`src/rtl/vga_pkg.sv`:
```
// Shared constants and types for the VGA frame-buffer path.
package vga_pkg;

  localparam int unsigned PIX_DATA_W = 12;
  localparam int unsigned PIX_LAT    = 3;

  typedef enum logic [1:0] {
    SLOT_IDLE,
    SLOT_READ,
    SLOT_WRITE
  } slot_e;

endpackage

```
`src/rtl/vga_sig_delay.sv`:
```
// N-stage resettable shift register used to align strobes with pixel data.
module vga_sig_delay #(
  parameter int unsigned W = 1,
  parameter int unsigned N = 1
) (
  input  logic         clk,
  input  logic         rst_n,
  input  logic [W-1:0] d,
  output logic [W-1:0] q
);

  logic [W-1:0] stage [N];

  always_ff @(posedge clk or negedge rst_n) begin
    if (!rst_n) begin
      for (int unsigned i = 0; i < N; i++) stage[i] <= '0;
    end else begin
      stage[0] <= d;
      for (int unsigned i = 1; i < N; i++) stage[i] <= stage[i-1];
    end
  end

  assign q = stage[N-1];

endmodule

```
`src/rtl/vga_fb_arbiter.sv`:
```
// Time-slot arbiter sharing a single-port frame-buffer RAM between display reads and a writer.
// Optional 2x upscale: define VGA_FB_SCALE2X_EN.
module vga_fb_arbiter
  import vga_pkg::*;
#(
  parameter int unsigned SRC_W  = 320,
  parameter int unsigned SRC_H  = 240,
  parameter int unsigned ADDR_W = 17,
  parameter int unsigned DATA_W = PIX_DATA_W
) (
  input  logic              i_clk25m,
  input  logic              i_rstn_clk25m,
  input  logic [9:0]        i_VGA_x,
  input  logic [9:0]        i_VGA_y,
  input  logic              i_VGA_video,
  input  logic              i_VGA_hsync,
  input  logic              i_VGA_vsync,
  input  logic              i_wr_valid,
  output logic              o_wr_ready,
  input  logic [ADDR_W-1:0] i_wr_addr,
  input  logic [DATA_W-1:0] i_wr_data,
  output logic              o_wr_drop,
  output logic              o_ram_en,
  output logic              o_ram_we,
  output logic [ADDR_W-1:0] o_ram_addr,
  output logic [DATA_W-1:0] o_ram_wdata,
  input  logic [DATA_W-1:0] i_ram_rdata,
  output logic [DATA_W-1:0] o_pixel_data,
  output logic              o_video_d,
  output logic              o_hsync_d,
  output logic              o_vsync_d
);

  localparam logic [ADDR_W:0] PIX_TOTAL = (ADDR_W+1)'(SRC_W * SRC_H);

  logic              read_slot;
  logic [9:0]        src_x;
  logic [9:0]        src_y;
  logic [ADDR_W-1:0] rd_addr;

`ifdef VGA_FB_SCALE2X_EN
  localparam int unsigned SHIFT = 1;
  // Odd x columns re-show the pixel fetched on the preceding even column.
  assign read_slot = i_VGA_video & ~i_VGA_x[0];
`else
  localparam int unsigned SHIFT = 0;
  assign read_slot = i_VGA_video;
`endif

  assign src_x   = i_VGA_x >> SHIFT;
  assign src_y   = i_VGA_y >> SHIFT;
  assign rd_addr = ADDR_W'(src_y) * ADDR_W'(SRC_W) + ADDR_W'(src_x);

  logic              hold_valid;
  logic [ADDR_W-1:0] hold_addr;
  logic [DATA_W-1:0] hold_data;
  logic              wr_accept;
  logic              wr_in_range;
  slot_e             slot;

  assign o_wr_ready  = ~hold_valid;
  assign wr_accept   = i_wr_valid & o_wr_ready;
  assign wr_in_range = {1'b0, i_wr_addr} < PIX_TOTAL;

  always_comb begin
    slot = SLOT_IDLE;
    if (read_slot)       slot = SLOT_READ;
    else if (hold_valid) slot = SLOT_WRITE;
  end

  always_ff @(posedge i_clk25m or negedge i_rstn_clk25m) begin
    if (!i_rstn_clk25m) begin
      o_ram_en    <= 1'b0;
      o_ram_we    <= 1'b0;
      o_ram_addr  <= '0;
      o_ram_wdata <= '0;
    end else begin
      unique case (slot)
        SLOT_READ: begin
          o_ram_en   <= 1'b1;
          o_ram_we   <= 1'b0;
          o_ram_addr <= rd_addr;
        end
        SLOT_WRITE: begin
          o_ram_en    <= 1'b1;
          o_ram_we    <= 1'b1;
          o_ram_addr  <= hold_addr;
          o_ram_wdata <= hold_data;
        end
        default: begin
          o_ram_en <= 1'b0;
          o_ram_we <= 1'b0;
        end
      endcase
    end
  end

  // Ready is ~hold_valid, so a load and a drain never fall in the same cycle.
  always_ff @(posedge i_clk25m or negedge i_rstn_clk25m) begin
    if (!i_rstn_clk25m) begin
      hold_valid <= 1'b0;
      hold_addr  <= '0;
      hold_data  <= '0;
      o_wr_drop  <= 1'b0;
    end else begin
      o_wr_drop <= wr_accept & ~wr_in_range;
      if (wr_accept & wr_in_range) begin
        hold_valid <= 1'b1;
        hold_addr  <= i_wr_addr;
        hold_data  <= i_wr_data;
      end else if (slot == SLOT_WRITE) begin
        hold_valid <= 1'b0;
      end
    end
  end

  logic rd_issued;
  logic video_pre;

  vga_sig_delay #(
    .W (3),
    .N (PIX_LAT)
  ) u_strobe_dly (
    .clk   (i_clk25m),
    .rst_n (i_rstn_clk25m),
    .d     ({i_VGA_video, i_VGA_hsync, i_VGA_vsync}),
    .q     ({o_video_d, o_hsync_d, o_vsync_d})
  );

  // video_pre is the video strobe one stage short, i.e. o_video_d's next value.
  vga_sig_delay #(
    .W (2),
    .N (PIX_LAT - 1)
  ) u_read_dly (
    .clk   (i_clk25m),
    .rst_n (i_rstn_clk25m),
    .d     ({read_slot, i_VGA_video}),
    .q     ({rd_issued, video_pre})
  );

  always_ff @(posedge i_clk25m or negedge i_rstn_clk25m) begin
    if (!i_rstn_clk25m)  o_pixel_data <= '0;
    else if (!video_pre) o_pixel_data <= '0;
    else if (rd_issued)  o_pixel_data <= i_ram_rdata;
  end

endmodule

```
`config.mk`:
```
export PLATFORM = sky130hd
export DESIGN_NAME = vga_fb_arbiter
export DESIGN_NICKNAME = d
export VERILOG_FILES = /design/src/rtl/vga_pkg.sv /design/src/rtl/vga_sig_delay.sv /design/src/rtl/vga_fb_arbiter.sv
export SDC_FILE = /design/constraint.sdc
export NUM_CORES = 1
export LEC_CHECK = 0
export BUFFER_PORTS_ARGS = -buffer_cell sky130_fd_sc_hd__clkbuf_2
export CORE_MARGIN = 3
export CORE_UTILIZATION = 55
export CTS_BUF_LIST = sky130_fd_sc_hd__clkbuf_4 sky130_fd_sc_hd__clkbuf_8 sky130_fd_sc_hd__clkbuf_16
export DETAILED_ROUTE_END_ITERATION = 10
export GPL_TIMING_DRIVEN = 0
export PLACE_DENSITY = 0.83
export SETUP_SLACK_MARGIN = 0.4
export SLEW_MARGIN = 40
export SYNTH_ARGS = -nofsm -noshare
export SYNTH_HDL_FRONTEND = slang
export SYNTH_SLANG_ARGS = --single-unit
```
`constraint.sdc`:
```
create_clock -name i_clk25m -period 4.6 [get_ports i_clk25m]
set_input_delay 0.23 -clock i_clk25m [delete_from_list [all_inputs] [get_ports i_clk25m]]
set_output_delay 0.23 -clock i_clk25m [all_outputs]
set_load 0.05 [all_outputs]
```
# Yosys cells after proc, flatten, opt, wreduce, memory -nomap -nowiden
# Cells that the tools add are included.
totals:
  regBits: 85
  in_bits: 67
  out_inout_bits: 48
  word_cells: 37
classes:
  add_sub_neg: 1
  mul: 1
  order_cmp: 1
  eq_ne: 3
  n_mux: 9
  n_bitwise: 5
  reduce_logical: 3
ops:
  columns: ["op", "count"]
  rows:
  - ["case mux 17 bit (2 select lines)", 1]
  - ["two-way mux 12 bit", 2]
  - ["adder 17 x 10 -> 17 bit", 1]
  - ["less-than comparator 17 bit, second input constant", 1]
  - ["multiplier 10 x 3 -> 11 bit, second input constant", 1]
  - ["two-way mux 1 bit", 4]
  - ["two-way mux 2 bit", 2]
  - ["nonzero test 2 bit", 2]
  - ["bitwise AND 1 bit", 3]
  - ["== test 2 x 1 -> 1 bit, second input constant", 1]
  - ["== test 2 bit, second input constant", 1]
  - ["!= test 2 x 1 -> 1 bit, second input constant", 1]
  - ["NOT 1 bit", 2]
  - ["OR reduction 2 bit", 1]

# Longest topological paths before layout
# Gate-level depths: netlist of run 1.
logic_depth:
  ltp_word: 5
  ltp_mapped: 9

# Modules after synthesis
# Synthesis of run 1 repeated with hierarchy kept, for this count alone.
hier_totals:
  hier_cells: 325
  area_unflattened_um2: 4065.1
modules_own_cells:
  columns: ["mod", "n_inst", "cells_per_inst", "area_each_um2", "seq_area_each_um2"]
  rows:
  - ["vga_fb_arbiter", 1, 307, 3702.3, 1851.8]
  - ["vga_sig_delay at u_strobe_dly", 1, 12, 247.7, 225.2]
  - ["vga_sig_delay at u_read_dly", 1, 6, 115.1, 100.1]

# Worst setup path after synthesis of run 1
# No wires, ideal clock.
synth_timing:
  path_kind: "input -> register"
  start: "in i_VGA_y[1]"
  end: "reg o_ram_addr[16]"
  setup_time_ns: 0.087
  arrival_ns: 2.510
  required_time_ns: 4.513
  setup_slack_ns: 2.004
  path_stages: 9
  path_buffers: 0
  path_cell_list: "ha_1 ha_1 fa_1 a211oi_2 nor2_1 nor4_2 nand4_2 mux2_4 a211oi_2"
synth_via:
  elab_chain_cells: 3
synth_lines:
  columns: ["element", "line", "text"]
  rows:
  - ["from (decl)", "vga_fb_arbiter.sv:14", "input logic [9:0] i_VGA_y,"]
  - ["multiplier 10 x 3 -> 11 bit", "vga_fb_arbiter.sv:52", "assign rd_addr = ADDR_W'(src_y) * ADDR_W'(SRC_W) + ADDR_W'(src_x);"]
  - ["adder 17 x 10 -> 17 bit", "vga_fb_arbiter.sv:52", null]
  - ["case mux 17 bit (2 select lines)", "vga_fb_arbiter.sv:78", "unique case (slot)"]
  - ["to (signal assigned)", "vga_fb_arbiter.sv:82", "o_ram_addr <= rd_addr;"]
  - ["to (signal assigned)", "vga_fb_arbiter.sv:87", "o_ram_addr <= hold_addr;"]
  - ["to (decl)", "vga_fb_arbiter.sv:25", "output logic [ADDR_W-1:0] o_ram_addr,"]
# No other way between the ends.
# A chain may end at the register's enable or synchronous reset.

# Worst setup path in the final report of run 1
# Same ends and word-level chain as after synthesis.

==> impl_table.tex, run 1 <==
\begin{tabular}{lr}
\hline
Metric & Value \\
\hline
\multicolumn{2}{l}{\textbf{Status}} \\
\quad Result of the run & finished, final reports clean \\
\multicolumn{2}{l}{\textbf{Timing}} \\
\quad Worst slack on hold paths & between 15 and 20 ps \\
\quad Post-Route Skew & between 9 and 10 ps \\
\quad Slew Limit Headroom & between 40 and 50\% \\
\quad Share of the clock period used by the worst path after layout & between 50\% and 60\% \\
\quad Setup Viol. Count Final & 0 \\
\quad Max frequency & just under 400 MHz \\
\quad Setup repair after global routing missed its margin & no \\
\quad Minimum period implied by the final worst setup slack & approximately 2600 ps \\
\quad Final-report hold violation count & 0 \\
\quad Final worst slack & 2020 ps \\
\quad Pin slew with the least headroom to its limit & between 700 and 800 ps \\
\quad Fin. max-slew vios & 0 \\
\quad Fin Setup TNS & 0 ps \\
\multicolumn{2}{l}{\textbf{Power and ir drop}} \\
\quad Switching share of power & between 30\% and 40\% \\
\quad Power Total & about 2.4 mW \\
\quad Relative contribution of combinational cells to total power & a little over a third \\
\quad Clock group share of total power & 23.5\% \\
\quad Leakage & roughly 2.4 nW \\
\quad Int Pwr & $\sim$1.5 mW \\
\quad Share of power burned in registers & 40.8\% \\
\quad Largest vdd supply drop & approximately 280 µV \\
\quad Switching pwr & 0.901 mW \\
\quad Total power density per cell area & around 500 nW/µm² \\
\multicolumn{2}{l}{\textbf{Die}} \\
\quad Core area & approximately 6500 µm² \\
\quad Std-Cell Rows & 29 \\
\quad Y dimension of the die & approximately 89 µm \\
\quad Horizontal die dimension & just under 90 µm \\
\quad IO Pins & between 100 and 150 \\
\quad Die Footprint & between 7000 and 8000 µm² \\
\quad Initial cell density of the core & about three fifths \\
\multicolumn{2}{l}{\textbf{Detailed routing}} \\
\quad Via-to-Cell Ratio & approximately 5.4 \\
\quad DR vias & between 2000 and 3000 \\
\quad Post-route DRC violation count & 0 \\
\quad Routed length per instance & roughly 16 µm \\
\quad DRC marker count from the first detailed-route iteration & between 100 and 150 \\
\quad Antenna viol nets, final & 0 \\
\quad Detailed Routing Iterations Pass 1 & 4 \\
\quad Post-Route WL & approximately 8200 µm \\
\multicolumn{2}{l}{\textbf{Yosys}} \\
\quad Area of the mapped netlist & roughly 3800 µm² \\
\quad Synth area leader & sky130\_fd\_sc\_hd\_\_dfrtp\_1 \\
\quad Post-synthesis async set-or-reset flop share & 100\% \\
\quad Synth top area cells & sky130\_fd\_sc\_hd\_\_dfrtp\_1 (55\%), sky130\_fd\_sc\_hd\_\_mux2\_2 (12\%), sky130\_fd\_sc\_hd\_\_ha\_1 (6.3\%), sky130\_fd\_sc\_hd\_\_mux2i\_1 (3.2\%), sky130\_fd\_sc\_hd\_\_and2\_1 (2.0\%) \\
\quad Count of state elements after synthesis & 83 \\
\quad Count of different cell masters after synthesis & 42 \\
\quad Post-Syn Nets & 391 \\
\quad Syn avg cell area & $\sim$13 µm² \\
\quad Ranking of synthesized cells by instance count & sky130\_fd\_sc\_hd\_\_dfrtp\_1 (83), sky130\_fd\_sc\_hd\_\_mux2\_2 (40), sky130\_fd\_sc\_hd\_\_ha\_1 (19), sky130\_fd\_sc\_hd\_\_nand2\_1 (19), sky130\_fd\_sc\_hd\_\_nor2\_1 (14) \\
\quad Top\_reg\_cell synth & sky130\_fd\_sc\_hd\_\_dfrtp\_1 \\
\quad Number of flops mapped to enable cells by yosys & 0 \\
\quad Most repeated cell in the gate-level netlist after synthesis & sky130\_fd\_sc\_hd\_\_dfrtp\_1 \\
\quad Share of the synthesized area in the top cell type & between 50\% and 60\% \\
\quad Post-synthesis cell count & a little over 300 \\
\quad Part of the Yosys area used for sequential elements & a little over half \\
\quad Yosys warning total & 0 \\
\multicolumn{2}{l}{\textbf{Setup path}} \\
\quad Worst setup path endpoint & o\_ram\_addr[16]\$\_DFFE\_PN0P\_ \\
\quad End of the worst register-to-register path & hold\_addr[11]\$\_DFFE\_PN0P\_ \\
\quad Worst EP arrival & roughly 2800 ps \\
\quad Critical Path RT & approximately 4900 ps \\
\quad Worst Reg-to-Reg Cells & 7 \\
\quad Worst-case register-to-register setup slack & roughly 2600 ps \\
\quad Critical R2R Launch & hold\_valid\$\_DFFE\_PN0P\_ \\
\quad Largest driver fanout on the critical path & 4 \\
\quad Critical setup path kind & in2reg \\
\quad Kind of launch point of the worst setup path & input port \\
\quad Crit end category & register \\
\quad Critical path origin & i\_VGA\_y[1] \\
\multicolumn{2}{l}{\textbf{Finish}} \\
\quad Share of final-layout standard cells stronger than drive strength 1 & 41.7\% \\
\quad Share of the core filled with cells & 72.7\% \\
\quad Nets & between 500 and 600 \\
\quad Antenna fix cells & 0 \\
\quad Cell area after layout & between 4000 and 5000 µm² \\
\quad Final standard cell count with taps included and fillers excluded & between 500 and 600 \\
\quad Area delta synth->final & 24.8\% \\
\multicolumn{2}{l}{\textbf{Clock network}} \\
\quad Later-pin clock latency in the skew report & approximately 340 ps \\
\quad TritonCTS clock tree & done \\
\quad Buffer cell driving the clock tree root & sky130\_fd\_sc\_hd\_\_clkbuf\_8 \\
\quad Number of buffers created by CTS & 9 \\
\quad CTS H-tree lvls & 3 \\
\quad Number of buffers added for setup after CTS & 0 \\
\quad Clock transition at the register clock pins on the worst setup and hold paths after CTS & approximately 80 ps \\
\quad Maximum root-to-sink buffer count & 2 \\
\quad Sinks on Clock Net & 83 \\
\multicolumn{2}{l}{\textbf{GRT}} \\
\quad Overall fraction of global-route tracks in use & between 20\% and 30\% \\
\quad Overall overflow remaining after global route & 0 \\
\quad Via count of the first global-routing pass & between 2000 and 3000 \\
\quad Antenna violations before repair & 0 \\
\quad Wire length of the first global-routing pass & $\sim$13000 µm \\
\quad Maximum number of pins on one net before global-route repair & 67 \\
\multicolumn{2}{l}{\textbf{Place}} \\
\quad Number of cells in the design after placement & 495 \\
\quad Pre-CTS setup slack & 1670 ps \\
\quad Placed wire-length estimate & approximately 6300 µm \\
\quad Routability Congestion & roughly 0.87 \\
\quad Standard cell area after detailed placement & approximately 4500 µm² \\
\quad Quantity of I/O buffers inserted on ports & about 110 \\
\multicolumn{2}{l}{\textbf{Flow run}} \\
\quad Max-cap viol count & 0 \\
\multicolumn{2}{l}{\textbf{Hold path}} \\
\quad Worst hold path class & in2reg \\
\quad Hold Path Origin & i\_VGA\_video \\
\hline
\end{tabular}
-- registers in the layout, indices dropped and copies added (netlist names), 3 cells and up --
signal,cells
hold_addr,17
hold_data,12
o_pixel_data,12
o_ram_addr,17
o_ram_wdata,12
u_strobe_dly.q,3
u_strobe_dly.stage,4
-- power by group through the flow --
stage / sequential, mW / combinational, mW / clock [mW]
after floorplan: 1.29 / 0.303 / 0
after global placement: 0.967 / 0.820 / 0
after detailed placement: 0.980 / 0.846 / 0
after CTS: 0.967 / 0.853 / 0.563
after global routing: 0.983 / 0.905 / 0.597
final: 0.966 / 0.845 / 0.556
-- repair_timing --
item | 4_1_cts | 5_1_grt
hold buffers | 3 | 0
gates resized for setup | 0 | 0
hold endpoints to repair | 19 | 0
-- worst min-delay path by stage --
stage	cells past startpoint	to
floorplan	0	hold_addr[0]$_DFFE_PN0P_
global placement	0	u_strobe_dly.q[0]$_DFF_PN0_
detailed placement	1	hold_data[10]$_DFFE_PN0P_
CTS	1	u_read_dly.stage[2]$_DFF_PN0_
global route	1	u_read_dly.stage[2]$_DFF_PN0_
finish	1	u_read_dly.stage[2]$_DFF_PN0_
-- kinds of logic after synthesis --
family / after synthesis / share of synthesized area, %
XOR/XNOR: 9 / 2.07
AND/OR/NAND/NOR: 65 / 8.95
AO/OA/AOI/OAI: 49 / 9.11
multiplexers: 54 / 15.7
flip-flops: 83 / 54.6
buffers and inverters: 22 / 2.27
adder cells (fa/ha/maj): 21 / 7.30
-- critical path: stages --
cell and delay (ps):
sky130_fd_sc_hd__clkbuf_2 110, sky130_fd_sc_hd__ha_1 300, sky130_fd_sc_hd__ha_1 230, sky130_fd_sc_hd__fa_1 430
sky130_fd_sc_hd__a211oi_2 360, sky130_fd_sc_hd__nor2_1 130, sky130_fd_sc_hd__nor4_2 360, sky130_fd_sc_hd__nand4_2 180
sky130_fd_sc_hd__mux2_4 330, sky130_fd_sc_hd__a211oi_2 190
-- layout by cell type (no fill, tap or decap), drive strengths merged, types with 2 or more instances in the layout --
master       instances
and2                12
nor2                14
o21ai               15
xnor2                3
a21o                 6
buf                  6
mux2i               12
xor2                 6
inv                 12
nor3                 3
nor2b                7
a21oi                7
fa                   2
bufinv               2
a211oi              11
clkbuf             130
o211ai               2
clkinv               2
a31oi                2
dlygate4sd3          3
dfrtp               83
mux2                42
nand2               19
o21ba                2
ha                  19
nand4                2
-- layout make-up --
cell class | count | area, µm²
Tap cell | 77 | 96.3
Inverter | 10 | 37.5
Buffer | 12 | 48.8
Timing Repair Buffer | 118 | 637
Multi-Input combinational cell | 198 | 1640
Clock buffer | 9 | 124
Fill cell | 459 | 1780
Sequential cell | 83 | 2080
Clock inverter | 6 | 87.6
-- routing by layer --
metal | up-vias | share of wire [%] | GRT usage, %
met1 | 1353 | 41 | 26.1
met5 | - | 0 | 0
met3 | 7 | 7.3 | 5.25
met4 | 0 | 1.5 | 5.68
met2 | 97 | 50 | 37.2
li1 | 1318 | - | -
No activity file was read; power rests on OpenSTA's default activity.
==> inputs of run 2 (changes only) <==
--- a/config.mk
+++ b/config.mk
@@ -5,13 +5,14 @@
 export SDC_FILE = /design/constraint.sdc
 export NUM_CORES = 1
 export LEC_CHECK = 0
+export ABC_AREA = 1
 export BUFFER_PORTS_ARGS = -buffer_cell sky130_fd_sc_hd__clkbuf_2
 export CORE_MARGIN = 3
-export CORE_UTILIZATION = 55
+export CORE_UTILIZATION = 51
 export CTS_BUF_LIST = sky130_fd_sc_hd__clkbuf_4 sky130_fd_sc_hd__clkbuf_8 sky130_fd_sc_hd__clkbuf_16
 export DETAILED_ROUTE_END_ITERATION = 10
 export GPL_TIMING_DRIVEN = 0
-export PLACE_DENSITY = 0.83
+export PLACE_DENSITY = 0.77
 export SETUP_SLACK_MARGIN = 0.4
 export SLEW_MARGIN = 40
 export SYNTH_ARGS = -nofsm -noshare
==> constraint.sdc (replaced) <==
create_clock -name i_clk25m -period 2.66 [get_ports i_clk25m]
set_input_delay 0.133 -clock i_clk25m [delete_from_list [all_inputs] [get_ports i_clk25m]]
set_output_delay 0.133 -clock i_clk25m [all_outputs]
set_load 0.05 [all_outputs]
==> impl_table.tex, run 2 <==
\begin{tabular}{lr}
\hline
Metric & Value \\
\hline
\multicolumn{2}{l}{\textbf{Status}} \\
\quad Result of the run & finished, final reports clean \\
\multicolumn{2}{l}{\textbf{Detailed routing}} \\
\quad Detailed Routing Iterations Pass 1 & 4 (unchanged) \\
\quad Antenna viol nets, final & 0 (unchanged) \\
\quad Post-route DRC violation count & 0 (unchanged) \\
\quad DR vias & 3322 (+20\%) \\
\quad DRC marker count from the first detailed-route iteration & 126 (+1.6\%) \\
\quad Routed length per instance & 13.4 µm (-17\%) \\
\quad Post-Route WL & 9190 µm (+11\%) \\
\quad Via-to-Cell Ratio & 4.83 (-11\%) \\
\multicolumn{2}{l}{\textbf{Setup path}} \\
\quad Critical Path RT & 2900 ps (-1950 ps) \\
\quad Critical setup path kind & in2reg \\
\quad End of the worst register-to-register path & o\_ram\_wdata[11]\$\_DFFE\_PN0P\_ \\
\quad Critical R2R Launch & hold\_valid\$\_DFFE\_PN0P\_ \\
\quad Worst-case register-to-register setup slack & 1260 ps (-1340 ps) \\
\quad Kind of launch point of the worst setup path & input port \\
\quad Worst Reg-to-Reg Cells & 5 (-2) \\
\quad Crit end category & register \\
\quad Worst EP arrival & 2150 ps (-680 ps) \\
\quad Largest driver fanout on the critical path & 4 (unchanged) \\
\multicolumn{2}{l}{\textbf{Flow run}} \\
\quad Max-cap viol count & 0 (unchanged) \\
\multicolumn{2}{l}{\textbf{Timing}} \\
\quad Share of the clock period used by the worst path after layout & 71.5\% \\
\quad Pin slew with the least headroom to its limit & 501 ps (-293 ps) \\
\quad Setup Viol. Count Final & 0 (unchanged) \\
\quad Fin Setup TNS & 0 ps (unchanged) \\
\quad Max frequency & about 530 MHz \\
\quad Setup repair after global routing missed its margin & no \\
\quad Final-report hold violation count & 0 (unchanged) \\
\quad Post-Route Skew & 13.7 ps (+4.67 ps) \\
\quad Minimum period implied by the final worst setup slack & about 1900 ps \\
\quad Fin. max-slew vios & 0 (unchanged) \\
\quad Slew Limit Headroom & 66.6\% (+20 points) \\
\multicolumn{2}{l}{\textbf{Yosys}} \\
\quad Synthesized-area fraction occupied by xor and xnor cells & 1.15\% (-0.93 points) \\
\quad Multiplexer share of the synthesized area & 0\% (-16 points) \\
\quad Ranking of synthesized cells by instance count & sky130\_fd\_sc\_hd\_\_nand2\_1 (121), sky130\_fd\_sc\_hd\_\_dfrtp\_1 (83), sky130\_fd\_sc\_hd\_\_inv\_1 (68) \\
\quad Synth area leader & sky130\_fd\_sc\_hd\_\_dfrtp\_1 \\
\quad Top\_reg\_cell synth & sky130\_fd\_sc\_hd\_\_dfrtp\_1 \\
\quad Synth top area cells & sky130\_fd\_sc\_hd\_\_dfrtp\_1 (54\%), sky130\_fd\_sc\_hd\_\_nand2\_1 (12\%), sky130\_fd\_sc\_hd\_\_inv\_1 (6.7\%), sky130\_fd\_sc\_hd\_\_ha\_1 (6.2\%), sky130\_fd\_sc\_hd\_\_o21ai\_0 (4.5\%) \\
\quad Area of the mapped netlist & 3820 µm² (+0.49\%) \\
\quad Post-synthesis cell count & 435 (+44\%) \\
\quad Count of state elements after synthesis & 83 (unchanged) \\
\quad Syn avg cell area & 8.79 µm² (-30\%) \\
\quad Combinational family with the most area after synthesis & simple AND/OR/NAND/NOR gates \\
\quad Count of different cell masters after synthesis & 28 (-33\%) \\
\quad Part of the Yosys area used for sequential elements & 54.3\% (-0.27 points) \\
\quad Number of flops mapped to enable cells by yosys & 0 (unchanged) \\
\quad Most repeated cell in the gate-level netlist after synthesis & sky130\_fd\_sc\_hd\_\_nand2\_1 \\
\quad Yosys warning total & 0 (unchanged) \\
\quad Post-synthesis share of cell area spent on and, or, nand and nor gates & 19.8\% (+11 points) \\
\quad Synth Area in Compound Gates & 8.71\% (-0.40 points) \\
\quad Post-Syn Nets & 523 (+34\%) \\
\quad Post-Synth Adder-Cell Area & 7.27\% (-0.036 points) \\
\quad Post-synthesis async set-or-reset flop share & 100\% (unchanged) \\
\quad Share of the synthesized area in the top cell type & 54.3\% (-0.27 points) \\
\multicolumn{2}{l}{\textbf{Clock network}} \\
\quad Number of buffers added for setup after CTS & 0 (unchanged) \\
\quad TritonCTS clock tree & done \\
\quad Number of buffers created by CTS & 9 (unchanged) \\
\quad Sinks on Clock Net & 83 (unchanged) \\
\quad CTS H-tree lvls & 3 (unchanged) \\
\quad Later-pin clock latency in the skew report & 350 ps (about the same) \\
\quad Maximum root-to-sink buffer count & 2 (unchanged) \\
\quad Buffer cell driving the clock tree root & sky130\_fd\_sc\_hd\_\_clkbuf\_8 \\
\quad Clock transition at the register clock pins on the worst setup and hold paths after CTS & 90 ps (about the same) \\
\multicolumn{2}{l}{\textbf{Power and ir drop}} \\
\quad Total power density per cell area & 762 nW/µm² (+53\%) \\
\quad Largest vdd supply drop & 523 µV (+88\%) \\
\quad Leakage & 2.82 nW (+18\%) \\
\multicolumn{2}{l}{\textbf{Hold path}} \\
\quad Hold Path Origin & i\_wr\_addr[4] \\
\quad Worst hold path class & in2reg \\
\quad Endpoint, Worst Hold & hold\_addr[4]\$\_DFFE\_PN0P\_ \\
\quad Cell depth of the worst min-delay path & 3 (+2) \\
\multicolumn{2}{l}{\textbf{GRT}} \\
\quad Overall overflow remaining after global route & 0 (unchanged) \\
\quad Maximum number of pins on one net before global-route repair & 65 (-3.0\%) \\
\quad Overall fraction of global-route tracks in use & 22.6\% (+1.4 points) \\
\quad Antenna violations before repair & 0 (unchanged) \\
\quad Wire length of the first global-routing pass & 15300 µm (+21\%) \\
\quad Via count of the first global-routing pass & 3293 (+21\%) \\
\multicolumn{2}{l}{\textbf{Finish}} \\
\quad Antenna fix cells & 0 (unchanged) \\
\quad Share of final-layout standard cells stronger than drive strength 1 & 24.8\% (-17 points) \\
\quad Most used cells in the layout excluding fill and tap cells & sky130\_fd\_sc\_hd\_\_nand2\_1 (121), sky130\_fd\_sc\_hd\_\_clkbuf\_2 (113), sky130\_fd\_sc\_hd\_\_dfrtp\_1 (83) \\
\quad Most common library cell in the layout ignoring fill and taps & sky130\_fd\_sc\_hd\_\_nand2\_1 \\
\quad Area delta synth->final & 30.8\% \\
\quad Cell area after layout & 5000 µm² (+5.3\%) \\
\quad Largest registers & hold\_addr: 17 flops, o\_ram\_addr: 17 flops \\
\quad Nets & 675 (+30\%) \\
\multicolumn{2}{l}{\textbf{Die}} \\
\quad Y dimension of the die & 92.6 µm (+3.8\%) \\
\quad Core area & 7020 µm² (+7.5\%) \\
\quad Std-Cell Rows & 30 (+3.4\%) \\
\quad Initial cell density of the core & 54.5\% (-3.8 points) \\
\quad Die Footprint & 8570 µm² (+7.8\%) \\
\quad Horizontal die dimension & 92.6 µm (+3.8\%) \\
\quad IO Pins & 115 (unchanged) \\
\multicolumn{2}{l}{\textbf{Place}} \\
\quad Standard cell area after detailed placement & 4550 µm² (+0.94\%) \\
\quad Quantity of I/O buffers inserted on ports & 114 (unchanged) \\
\quad Routability Congestion & 0.801 (-8.1\%) \\
\quad Placed wire-length estimate & 6420 µm (+2.1\%) \\
\hline
\end{tabular}
[run 2: kinds of logic (layout without fill, tap and decap cells)]
logic type,after synthesis,in the layout
and+or+nand+nor,182,182
xor gates and xnor gates,5,5
DFF,83,83
adders and majority gates,21,21
AOI/OAI and AO/OA,62,62
buffers and inverters,82,239
[run 2: how the worst max path moves through the flow]
stage | from | end | slack, ps | cells after the start
after floorplan | i_VGA_y[1] | o_ram_addr[15]$_DFFE_PN0P_ | 700 | 10
after global placement | i_VGA_y[1] | o_ram_addr[15]$_DFFE_PN0P_ | 460 | 11
after detailed placement | i_VGA_y[1] | o_ram_addr[15]$_DFFE_PN0P_ | 390 | 11
after CTS | i_VGA_y[1] | o_ram_addr[15]$_DFFE_PN0P_ | 770 | 11
after global routing | i_VGA_y[1] | o_ram_addr[14]$_DFFE_PN0P_ | 590 | 11
final | i_VGA_y[1] | o_ram_addr[15]$_DFFE_PN0P_ | 760 | 11
[run 2: repair_timing]
item	in CTS	in global routing
gates resized for setup	0	0
hold buffers	26	0
endpoints found under the hold margin	108	0
[run 2: metal layers]
| metal | vias up | wire, µm | track usage [%] |
|---|---|---|---|
| li1 | 1665 | - | - |
| met1 | 1553 | 4120 | 29.8 |
| met2 | 97 | 4470 | 38.3 |
| met3 | 7 | 518 | 4.31 |
| met4 | 0 | 82 | 5.94 |
| met5 | - | 0 | 0 |
[run 2: power breakdown]
part	internal (mW)	switching [mW]
Combinational	0.366	0.952
Sequential	1.50	0.122
Clock	0.363	0.503
Total	2.23	1.58
[run 2: cell type report]
cell class,instances,area (µm²)
repair buffers,141,867
flip-flops and latches,83,2080
clock buffers,9,124
clock inverters,7,66.3
well taps,96,120
inverters,70,263
multi-input cells,270,1410
plain buffers,12,70.1
fillers,541,2020
[run 2: critical path: stages]
cell and delay [ps]:
sky130_fd_sc_hd__clkbuf_2 110, sky130_fd_sc_hd__ha_1 300, sky130_fd_sc_hd__ha_1 240, sky130_fd_sc_hd__fa_1 570, sky130_fd_sc_hd__nand2_1 90, sky130_fd_sc_hd__o21ai_0 180, sky130_fd_sc_hd__nor2_1 100, sky130_fd_sc_hd__nor2_1 180
sky130_fd_sc_hd__nand4_1 110, sky130_fd_sc_hd__nand3_1 100, sky130_fd_sc_hd__nand2_1 50
[run 2: per-stage QoR]
step | util (%) | setup WS (ps) | hold WS (ps) | cells | power [mW]
after floorplan | - | 703 | -163 | 435 | 2.56
after global placement | 64.3 | 456 | 242 | 645 | 2.90
after detailed placement | 64.8 | 393 | 4.63 | 646 | 2.94
after CTS | 71.2 | 769 | 5.79 | 688 | 3.83
after global routing | 71.2 | 591 | 14.9 | 688 | 4.04
final | 71.2 | 757 | 14.1 | 688 | 3.81
==> inputs of run 3 (changes only) <==
--- a/config.mk
+++ b/config.mk
@@ -5,7 +5,7 @@
 export SDC_FILE = /design/constraint.sdc
 export NUM_CORES = 1
 export LEC_CHECK = 0
-export ABC_AREA = 1
+export ABC_AREA = 0
 export BUFFER_PORTS_ARGS = -buffer_cell sky130_fd_sc_hd__clkbuf_2
 export CORE_MARGIN = 3
 export CORE_UTILIZATION = 51
==> constraint.sdc (replaced) <==
create_clock -name i_clk25m -period 1.9 [get_ports i_clk25m]
set_input_delay 0.095 -clock i_clk25m [delete_from_list [all_inputs] [get_ports i_clk25m]]
set_output_delay 0.095 -clock i_clk25m [all_outputs]
set_load 0.05 [all_outputs]
==> impl_table.tex, run 3 (synthesized netlist as in run 1, its figures left out) <==
\begin{tabular}{lr}
\hline
Metric & Value \\
\hline
\multicolumn{2}{l}{\textbf{Timing}} \\
\quad Post-Route Skew & 11.3 ps (-2.43 ps) \\
\quad Max frequency & 487 MHz \\
\quad Final worst slack & -153 ps (-910 ps) \\
\quad Setup Viol. Count Final & 2 (+2) \\
\quad Setup repair after global routing missed its margin & yes \\
\quad Share of the clock period used by the worst path after layout & 108\% \\
\quad Pin slew with the least headroom to its limit & 486 ps (-15.3 ps) \\
\quad Fin. max-slew vios & 0 (unchanged) \\
\quad Slew Limit Headroom & 67.6\% (+1.0 points) \\
\quad Worst slack on hold paths & -4.58 ps (-18.6 ps) \\
\quad Final-report hold violation count & 1 (+1) \\
\quad Fin Setup TNS & -194 ps (-194 ps) \\
\quad Minimum period implied by the final worst setup slack & 2050 ps \\
\multicolumn{2}{l}{\textbf{Power and ir drop}} \\
\quad Leakage & 2.86 nW (+1.4\%) \\
\quad Largest vdd supply drop & 532 µV (+1.7\%) \\
\quad Total power density per cell area & 1080 nW/µm² (+41\%) \\
\multicolumn{2}{l}{\textbf{Finish}} \\
\quad Largest registers & hold\_addr: 17 flops, o\_ram\_addr: 17 flops \\
\quad Most used cells in the layout excluding fill and tap cells & sky130\_fd\_sc\_hd\_\_clkbuf\_2 (110), sky130\_fd\_sc\_hd\_\_dfrtp\_1 (83), sky130\_fd\_sc\_hd\_\_dlygate4sd3\_1 (49) \\
\quad Antenna fix cells & 0 (unchanged) \\
\quad Sequential cell area & 2080 µm² (unchanged) \\
\quad Share of final-layout standard cells stronger than drive strength 1 & 47.9\% (+23 points) \\
\quad Area delta synth->final & 57.7\% \\
\quad Nets & 592 (-12\%) \\
\quad Most common library cell in the layout ignoring fill and taps & sky130\_fd\_sc\_hd\_\_clkbuf\_2 \\
\quad Final standard cell count with taps included and fillers excluded & 605 (-12\%) \\
\quad Share of the core filled with cells & 85.5\% (+14 points) \\
\quad Filler cell count in the final layout & 298 (-45\%) \\
\quad Multi-input combinational cell area & 2020 µm² (+43\%) \\
\multicolumn{2}{l}{\textbf{Clock network}} \\
\quad CTS H-tree lvls & 3 (unchanged) \\
\quad Later-pin clock latency in the skew report & 370 ps (+20 ps) \\
\quad Number of buffers created by CTS & 9 (unchanged) \\
\quad Maximum root-to-sink buffer count & 2 (unchanged) \\
\quad Buffer cell driving the clock tree root & sky130\_fd\_sc\_hd\_\_clkbuf\_8 \\
\quad Sinks on Clock Net & 83 (unchanged) \\
\quad TritonCTS clock tree & done \\
\quad Clock transition at the register clock pins on the worst setup and hold paths after CTS & 80 ps (about the same) \\
\multicolumn{2}{l}{\textbf{Hold path}} \\
\quad Worst hold path class & in2reg \\
\quad Hold Path Origin & i\_wr\_addr[12] \\
\quad Cell depth of the worst min-delay path & 2 (-1) \\
\multicolumn{2}{l}{\textbf{Die}} \\
\quad Die Footprint & 8530 µm² (-0.46\%) \\
\quad Std-Cell Rows & 30 (unchanged) \\
\quad Horizontal die dimension & 92.4 µm (-0.23\%) \\
\quad Core area & 7020 µm² (unchanged) \\
\quad Y dimension of the die & 92.4 µm (-0.23\%) \\
\quad Initial cell density of the core & 54.2\% (-0.27 points) \\
\quad IO Pins & 115 (unchanged) \\
\multicolumn{2}{l}{\textbf{GRT}} \\
\quad Met2 layer usage reported by global route & 46.0\% (+7.7 points) \\
\quad Overall fraction of global-route tracks in use & 25.7\% (+3.1 points) \\
\quad Maximum number of pins on one net before global-route repair & 50 (-23\%) \\
\quad Global Route met3 Usage & 4.22\% (-0.081 points) \\
\quad Overall overflow remaining after global route & 0 (unchanged) \\
\quad Grt met1 use & 30.7\% (+0.94 points) \\
\quad Antenna violations before repair & 0 (unchanged) \\
\quad Gr busiest metal & met2 \\
\quad Wire length of the first global-routing pass & 16800 µm (+9.5\%) \\
\quad Via count of the first global-routing pass & 3206 (-2.6\%) \\
\multicolumn{2}{l}{\textbf{Detailed routing}} \\
\quad Routed length per instance & 21.0 µm (+57\%) \\
\quad Antenna viol nets, final & 0 (unchanged) \\
\quad Detailed Routing Iterations Pass 1 & 4 (unchanged) \\
\quad Via-to-Cell Ratio & 5.56 (+15\%) \\
\quad Post-Route WL & 12700 µm (+38\%) \\
\quad DRC marker count from the first detailed-route iteration & 236 (+87\%) \\
\quad DR vias & 3363 (+1.2\%) \\
\quad Post-route DRC violation count & 0 (unchanged) \\
\multicolumn{2}{l}{\textbf{Setup path}} \\
\quad Kind of launch point of the worst setup path & input port \\
\quad Critical setup path kind & in2reg \\
\quad Critical R2R Launch & hold\_valid\$\_DFFE\_PN0P\_ \\
\quad Crit end category & register \\
\quad Critical path origin & i\_VGA\_y[1] \\
\quad Largest driver fanout on the critical path & 4 (unchanged) \\
\quad Worst EP arrival & 2330 ps (+180 ps) \\
\quad Critical Path RT & 2180 ps (-720 ps) \\
\quad Worst Reg-to-Reg Cells & 8 (+3) \\
\multicolumn{2}{l}{\textbf{Status}} \\
\quad Result of the run & finished, violations left \\
\quad Violated checks & negative hold slack, negative setup slack \\
\multicolumn{2}{l}{\textbf{Place}} \\
\quad Routability Congestion & 0.845 (+5.5\%) \\
\quad Pre-CTS setup slack & -566 ps (-959 ps) \\
\quad Number of cells in the design after placement & 514 (-20\%) \\
\quad Placed wire-length estimate & 6090 µm (-5.1\%) \\
\quad Quantity of I/O buffers inserted on ports & 114 (unchanged) \\
\multicolumn{2}{l}{\textbf{Flow run}} \\
\quad Max-cap viol count & 0 (unchanged) \\
\hline
\end{tabular}
[run 3: through the flow]
stage / area [µm²] / power (mW)
after global placement: 4780 / 4.51
after floorplan: 4090 / 4.02
after detailed placement: 4820 / 4.58
final: 6000 / 6.46
after CTS: 5730 / 6.06
after global routing: 6000 / 6.69
[run 3: path summary, 6_finish.rpt]
check                                                  end  slack, ps
min in group asynchronous         hold_data[9]$_DFFE_PN0P_        210
max                             o_ram_addr[16]$_DFFE_PN0P_       -150
min reg2reg                u_strobe_dly.stage[3]$_DFF_PN0_        360
min                              hold_addr[12]$_DFFE_PN0P_         -5
max in group asynchronous        hold_addr[15]$_DFFE_PN0P_       1170
max reg2reg                      hold_addr[13]$_DFFE_PN0P_        240
[run 3: final cells by class]
class	count	area share, %
Clock inverter	6	1.21
Sequential cell	83	34.6
Buffer	12	1.69
Tap cell	96	2.00
Clock buffer	10	2.19
Multi-Input combinational cell	198	33.6
Inverter	10	0.688
Timing Repair Buffer	190	23.9
[run 3: power breakdown]
group	total (mW)	internal, mW	switching, mW
logic	2.69	1.07	1.62
clock network	1.34	0.636	0.702
registers	2.43	2.15	0.285
total	6.46	3.85	2.61
[run 3: per-layer routing]
| metal | vias up | part of all wire [%] |
|---|---|---|
| met4 | 0 | 5.2 |
| met5 | - | 0 |
| met1 | 1674 | 37 |
| li1 | 1471 | - |
| met2 | 166 | 52 |
| met3 | 52 | 5.7 |
[run 3: repair_timing]
item                                   4_1_cts  5_1_grt
gates cloned                                 2        0
endpoints found under the hold margin      130        1
resized for setup                           14       44
hold buffers                                48        1
setup buffers                               13       11
setup endpoints to repair                   35       48
pin swaps                                    2       12
[run 3: worst max-delay path: stages]
cell and delay [ps]:
sky130_fd_sc_hd__buf_8 100, sky130_fd_sc_hd__ha_4 230, sky130_fd_sc_hd__ha_4 160, sky130_fd_sc_hd__fa_2 400
sky130_fd_sc_hd__a211oi_4 330, sky130_fd_sc_hd__or4_1 180, sky130_fd_sc_hd__o2111ai_2 160, sky130_fd_sc_hd__nand4_2 170
sky130_fd_sc_hd__mux2_4 310, sky130_fd_sc_hd__a211oi_2 200
